--- config.mk ---
export PLATFORM = sky130hd
export DESIGN_NAME = cmsdk_mcu_mtx4x2_in_s2
export DESIGN_NICKNAME = d
export VERILOG_FILES = /design/src/rtl/cmsdk_mcu_mtx4x2_in_s2.sv
export SDC_FILE = /design/constraint.sdc
export NUM_CORES = 1
export LEC_CHECK = 0
export BUFFER_PORTS_ARGS = -buffer_cell sky130_fd_sc_hd__clkbuf_2
export CAP_MARGIN = 25
export CORE_MARGIN = 10
export CORE_UTILIZATION = 31
export CTS_CLUSTER_DIAMETER = 50
export DETAILED_ROUTE_END_ITERATION = 10
export GPL_TIMING_DRIVEN = 1
export PLACE_DENSITY_LB_ADDON = 0.1
export SLEW_MARGIN = 20
export SYNTH_ARGS = -nofsm -noshare
export SYNTH_HDL_FRONTEND = slang
export SYNTH_SLANG_ARGS = --single-unit
--- constraint.sdc ---
create_clock -name HCLK -period 1.4 [get_ports HCLK]
set_input_delay 0.21 -clock HCLK [delete_from_list [all_inputs] [get_ports HCLK]]
set_output_delay 0.21 -clock HCLK [all_outputs]
set_load 0.01 [all_outputs]
--- src/rtl/cmsdk_mcu_mtx4x2_in_s2.sv ---
// Input stage for one slave port of a 4x2 AHB matrix: it holds a transfer the decoder cannot take yet.
// Optional HAUSERS capture is enabled by defining MTX4X2_IN_AUSER_EN.
module cmsdk_mcu_mtx4x2_in_s2 (
  input  logic        HCLK,
  input  logic        HRESET,
  input  logic        HSELS,
  input  logic [31:0] HADDRS,
  input  logic [1:0]  HTRANSS,
  input  logic        HWRITES,
  input  logic [2:0]  HSIZES,
  input  logic [2:0]  HBURSTS,
  input  logic [3:0]  HPROTS,
  input  logic [2:0]  HAUSERS,
  input  logic        HREADYS,
  output logic        sel_in,
  output logic [31:0] addr_in,
  output logic [1:0]  trans_in,
  output logic        write_in,
  output logic [2:0]  size_in,
  output logic [2:0]  burst_in,
  output logic [3:0]  prot_in,
  output logic [2:0]  auser_in,
  output logic        held_tran_in,
  input  logic        active_dec,
  input  logic        readyout_dec,
  input  logic [1:0]  resp_dec,
  output logic        HREADYOUTS,
  output logic [1:0]  HRESPS
);

  typedef enum logic {
    EMPTY = 1'b0,
    HELD  = 1'b1
  } pend_t;

  pend_t       r_pend_tran;
  pend_t       w_pend_next;
  logic        w_trans_req;

  logic        r_sel;
  logic [31:0] r_addr;
  logic [1:0]  r_trans;
  logic        r_write;
  logic [2:0]  r_size;
  logic [2:0]  r_burst;
  logic [3:0]  r_prot;
`ifdef MTX4X2_IN_AUSER_EN
  logic [2:0]  r_auser;
`else
  logic        w_unused_auser;
  assign w_unused_auser = ^HAUSERS;
`endif

  assign w_trans_req = HSELS & HTRANSS[1] & HREADYS;

  // Snapshot the address phase on every completed bus cycle, so the register
  // always carries the most recent address phase when the FSM decides to hold.
  always_ff @(posedge HCLK or posedge HRESET) begin
    if (HRESET) begin
      r_sel   <= 1'b0;
      r_addr  <= '0;
      r_trans <= '0;
      r_write <= 1'b0;
      r_size  <= '0;
      r_burst <= '0;
      r_prot  <= '0;
`ifdef MTX4X2_IN_AUSER_EN
      r_auser <= '0;
`endif
    end else if (HREADYS) begin
      r_sel   <= HSELS;
      r_addr  <= HADDRS;
      r_trans <= HTRANSS;
      r_write <= HWRITES;
      r_size  <= HSIZES;
      r_burst <= HBURSTS;
      r_prot  <= HPROTS;
`ifdef MTX4X2_IN_AUSER_EN
      r_auser <= HAUSERS;
`endif
    end
  end

  always_ff @(posedge HCLK or posedge HRESET) begin
    if (HRESET) begin
      r_pend_tran <= EMPTY;
    end else begin
      r_pend_tran <= w_pend_next;
    end
  end

  always_comb begin
    w_pend_next = r_pend_tran;
    unique case (r_pend_tran)
      EMPTY: if (w_trans_req && !active_dec) w_pend_next = HELD;
      HELD:  if (active_dec && readyout_dec) w_pend_next = EMPTY;
      default: w_pend_next = EMPTY;
    endcase
  end

  always_comb begin
    sel_in     = HSELS;
    addr_in    = HADDRS;
    trans_in   = HTRANSS;
    write_in   = HWRITES;
    size_in    = HSIZES;
    burst_in   = HBURSTS;
    prot_in    = HPROTS;
`ifdef MTX4X2_IN_AUSER_EN
    auser_in   = HAUSERS;
`else
    auser_in   = '0;
`endif
    HREADYOUTS = readyout_dec;
    HRESPS     = resp_dec;
    if (r_pend_tran == HELD) begin
      sel_in     = 1'b1;
      addr_in    = r_addr;
      // The held beat reaches the slave detached from its burst, so a SEQ
      // must be re-issued as NONSEQ.
      trans_in   = (r_trans == 2'b11) ? 2'b10 : r_trans;
      write_in   = r_write;
      size_in    = r_size;
      burst_in   = r_burst;
      prot_in    = r_prot;
`ifdef MTX4X2_IN_AUSER_EN
      auser_in   = r_auser;
`endif
      HREADYOUTS = 1'b0;
      HRESPS     = 2'b00;
    end
  end

  assign held_tran_in = r_pend_tran;

  // r_sel is captured for completeness of the snapshot; in HELD sel_in is forced high.
  logic w_unused_sel;
  assign w_unused_sel = r_sel;

endmodule
After elaboration in Yosys (flattened, before gate mapping)

Cells that the tools add are included.

Register bits: 46
Bits in latches: 0
RAM bits: 0
Bits in read-only memories: 0
Bits of input ports: 56
Output and inout bits: 53
Logic and storage cells: 27
Memories kept: 0

Add/sub/neg operators: 0
Multiply operators: 0
Div/mod/pow operators: 0
$lt $le $gt $ge: 0
Eq/ne operators: 1
Shifts and indexed selects: 0
Multiplexer cells: 13
Bitwise gates (word level): 3
Reductions and logical operators: 3

Operators with widths:

| cell                                       | number |
|---|---|
| 32-bit two-way mux                         | 1 |
| 2-bit two-way mux                          | 3 |
| 3-bit two-way mux                          | 2 |
| 1-bit two-way mux                          | 5 |
| 4-bit two-way mux                          | 1 |
| 1-bit AND                                  | 2 |
| 2-bit equality test, second input constant | 1 |
| 1-bit logical AND                          | 2 |
| 1-bit one-hot mux with 2 select lines      | 1 |
| 1-bit zero test                            | 1 |
| 1-bit NOT                                  | 1 |

Depth between registers and ports, before layout

Depth in word-level cells: 5
Mapped depth: 4
Mapped depth without buffers: 2

Worst setup path before layout

Ideal clock, no wire load.

Path kind: register to output
From: register r_pend_tran, in the netlist held_tran_in
To: output addr_in[0]
Data arrival time: 1,008 ps
Required time: 1,190 ps
Slack: 182 ps
Stages on the path, launching flop included: 4
Buffers on the path: 2
Cells stage by stage: dfrtp_1 -> buf_6 -> buf_6 -> mux2_4

Longest elaborated chain between the ends: 1

RTL lines:

| what                   | RTL line | RTL |
|---|---|---|
| start, declared        | 36       | `pend_t r_pend_tran;` |
| start signal, assigned | 88       | `r_pend_tran <= w_pend_next;` |
| 32-bit two-way mux     | 116      | `if (r_pend_tran == HELD) begin` |
| end, declared          | 16       | `output logic [31:0] addr_in,` |

No other way between the ends.

Final worst setup path

From: register r_pend_tran, in the netlist held_tran_in
To: output addr_in[18]

Same word-level chain as after synthesis.

==> qor.csv <==
metric,value,unit
DRC viols,0,
Yosys reg bits,46,
GRT Overall Usage,0.0953,
# rows,34,
CP Launch Type,register,
Worst Hold Class,in2reg,
Clock Latency Late Sink,0.29,ns
Reg2Reg Setup Slack,0.34,ns
largest net degree at the start of global routing,24,
CP Data Required Time,1.19,ns
M2 GR Usage,0.150,
filler cell count,850,
Routability Congestion,0.668,
DRT Pass-1 Iters,3,
Crit. Startpoint,held_tran_in,
Min Hold Slack,0.160,ns
Worst path depth,4,
Max Cap Viol,0,
antenna-violating nets left,0,
HPWL after DPL,4.82,mm
total area of sequential cells,1150,µm²
share of cells above drive strength 1,0.789,
core area,8590,µm²
"CP delay by family, top",buffers and inverters,
Final Worst Setup Slack,-0.260,ns
H-tree levels,2,
crit path DAT,1.45,ns
"Period Utilization, post-route",1.19,
R2R depth,3,
Area Growth Syn to Fin,32.1,%
clk slew on worst S/H paths,0.08,ns
GR Layer Usage met3,0.0430,
first-pass GRT wire length,9.92,mm
worst path buffer plus inverter count,3,
# IOs,109,
number of enable flip-flop cells after synthesis,0,
top post-synthesis cells by area,"mux2_4, dfrtp_1, buf_12, buf_6, mux2_2",
"Hold Vio Cnt, Final",0,
synth unique cells,13,
area taken by multi-input logic gates,1390,µm²
initial antenna violation count,0,
Congestion Overflow GR,0,
vias per cell,4.34,
Gate Count Post-Synth,161,
TritonCTS clock tree,built,
total CTS buffers,5,
"Avg Cell Area, Syn",16.8,µm²
GR peak layer,met2,
failing checks,negative setup slack,
# setup viols final,49,
CP Class,reg2out,
Crit Path Max Fanout,13,
outcome,"finished, violations left",
setup TNS,-11.45,ns
Synth Cell Area,2710,µm²
I/O Buffers,102,
critical path's most frequent cell,buf_12,
Die Y,113,µm
CTS sink cnt,46,
Critical Path End,addr_in[18],
die footprint,12900,µm²
utilization after layout,0.416,
top_reg_cell synth,dfrtp_1,
critical-path cell list,buf_12 -> buf_12 -> mux2_4 -> clkbuf_2,
largest area contributor in the netlist,mux2_4,
Final Net Count,326,
Clock Tree Root,clkbuf_8,
critical path's slowest cell,dfrtp_2,
min Tclk post-route,1.66,ns
Routed wire per std cell,16.7,µm
PD cells,985,nW/µm²
Reg2Reg Capture Point,held_tran_in,
Initial Util,0.315,
RSZ-0062 raised after global routing,true,
Fmax,602,MHz
Clock Path Buffers,2,
most instantiated cells after synthesis,"mux2_4, dfrtp_1, buf_6, mux2_2",
# diodes,0,
reg-to-reg startpoint,held_tran_in,
total number of vias,1642,
vias in the first global route,1845,
Synth async-reset ratio,1.00,
Worst Setup End Kind,output pin,
"count leader, synth",mux2_4,
Syn. warnings,0,
maximum VDD drop,0.374,mV
Clock Skews,0,ns
Routed WL,6.31,mm
met1 Use GR,0.115,
"Seq/Total Area, Yosys",0.425,
Die Width,113,µm
Pleak,0.00184,µW
"Slew Viols, Final",0,
CP max stage delay,0.42,ns
Yosys top cell area share,0.455,
Iter 0 DRT Violations,63,
## timing repair
action	in CTS	in global routing
hold buffers	1	0
cloned	1	0
hold endpoints to repair	15	0
buffers inserted	2	0
setup endpoints to repair	49	50
gates resized for setup	5	28
## how the worst min path moves through the flow
stage               depth (start not counted)         end  startpoint  slack, ns
global route                                2   r_prot[2]   HPROTS[2]       0.15
global placement                            2   r_addr[5]      HRESET       0.22
CTS                                         2  r_addr[30]  HADDRS[30]       0.14
detailed placement                          2   r_addr[0]      HRESET       0.21
floorplan                                   1   r_addr[0]   HADDRS[0]       0.36
finish                                      2  r_addr[30]  HADDRS[30]       0.16
## cells in the final DEF (no fill, tap or decap), types with 2 or more instances in the layout
cell type  instances
clkbuf_2          87
mux2_4            82
dfrtp_1           45
buf_6             12
buf_12             8
mux2_2             7
clkbuf_8           6
nor2b_1            3
conb_1             3
buf_2              3
nand2_1            2
## power breakdown
group | switching, µW | total (µW) | leakage [µW] | internal, µW
sequential | 74.6 | 1540 | 0.000538 | 1460
combinational | 446 | 1170 | 0.00126 | 725
clock | 425 | 818 | 0.0000443 | 393
total | 946 | 3520 | 0.00184 | 2580
## logic make-up (layout without fill, tap and decap cells)
family / count (synthesis) / in the layout / share of synthesized area
muxes: 89 / 89 / 0.484
DFF: 46 / 46 / 0.425
buffers and inverters: 16 / 123 / 0.0697
and+or+nand+nor: 7 / 7 / 0.0143
AOI/OAI and AO/OA: 2 / 2 / 0.00601
other: 1 / 3 / 0.00138
## registers in the layout, summed over array words and instances, names as in the netlist
name and flops:
r_trans 2, r_prot 4, held_tran_in 1, r_write 1
r_size 3, r_addr 32, r_burst 3
## routing by layer
metal  share of wire  routed length (µm)
met3           0.073                 459
met1            0.44                2760
met5               0                   0
met2            0.48                3040
met4          0.0084                  53
## stage by stage
step                std cells  cell area [µm²]  worst slack [ns]  power, µW
floorplan                 163             2720             0.102       2300
global placement          367             3330            0.0427       2640
detailed placement        367             3330            0.0437       2650
CTS                       378             3500            -0.284       3550
global route              378             3580            -0.323       3730
finish                    378             3580            -0.260       3520
## area by class of cell
cell class / instances / share of cell area
Timing Repair Buffer: 114 / 0.225
Clock buffer: 7 / 0.0241
Inverter: 2 / 0.00210
Sequential cell: 46 / 0.322
Multi-Input combinational cell: 101 / 0.389
Tap cell: 108 / 0.0378
(Power assumes the default switching activity.)
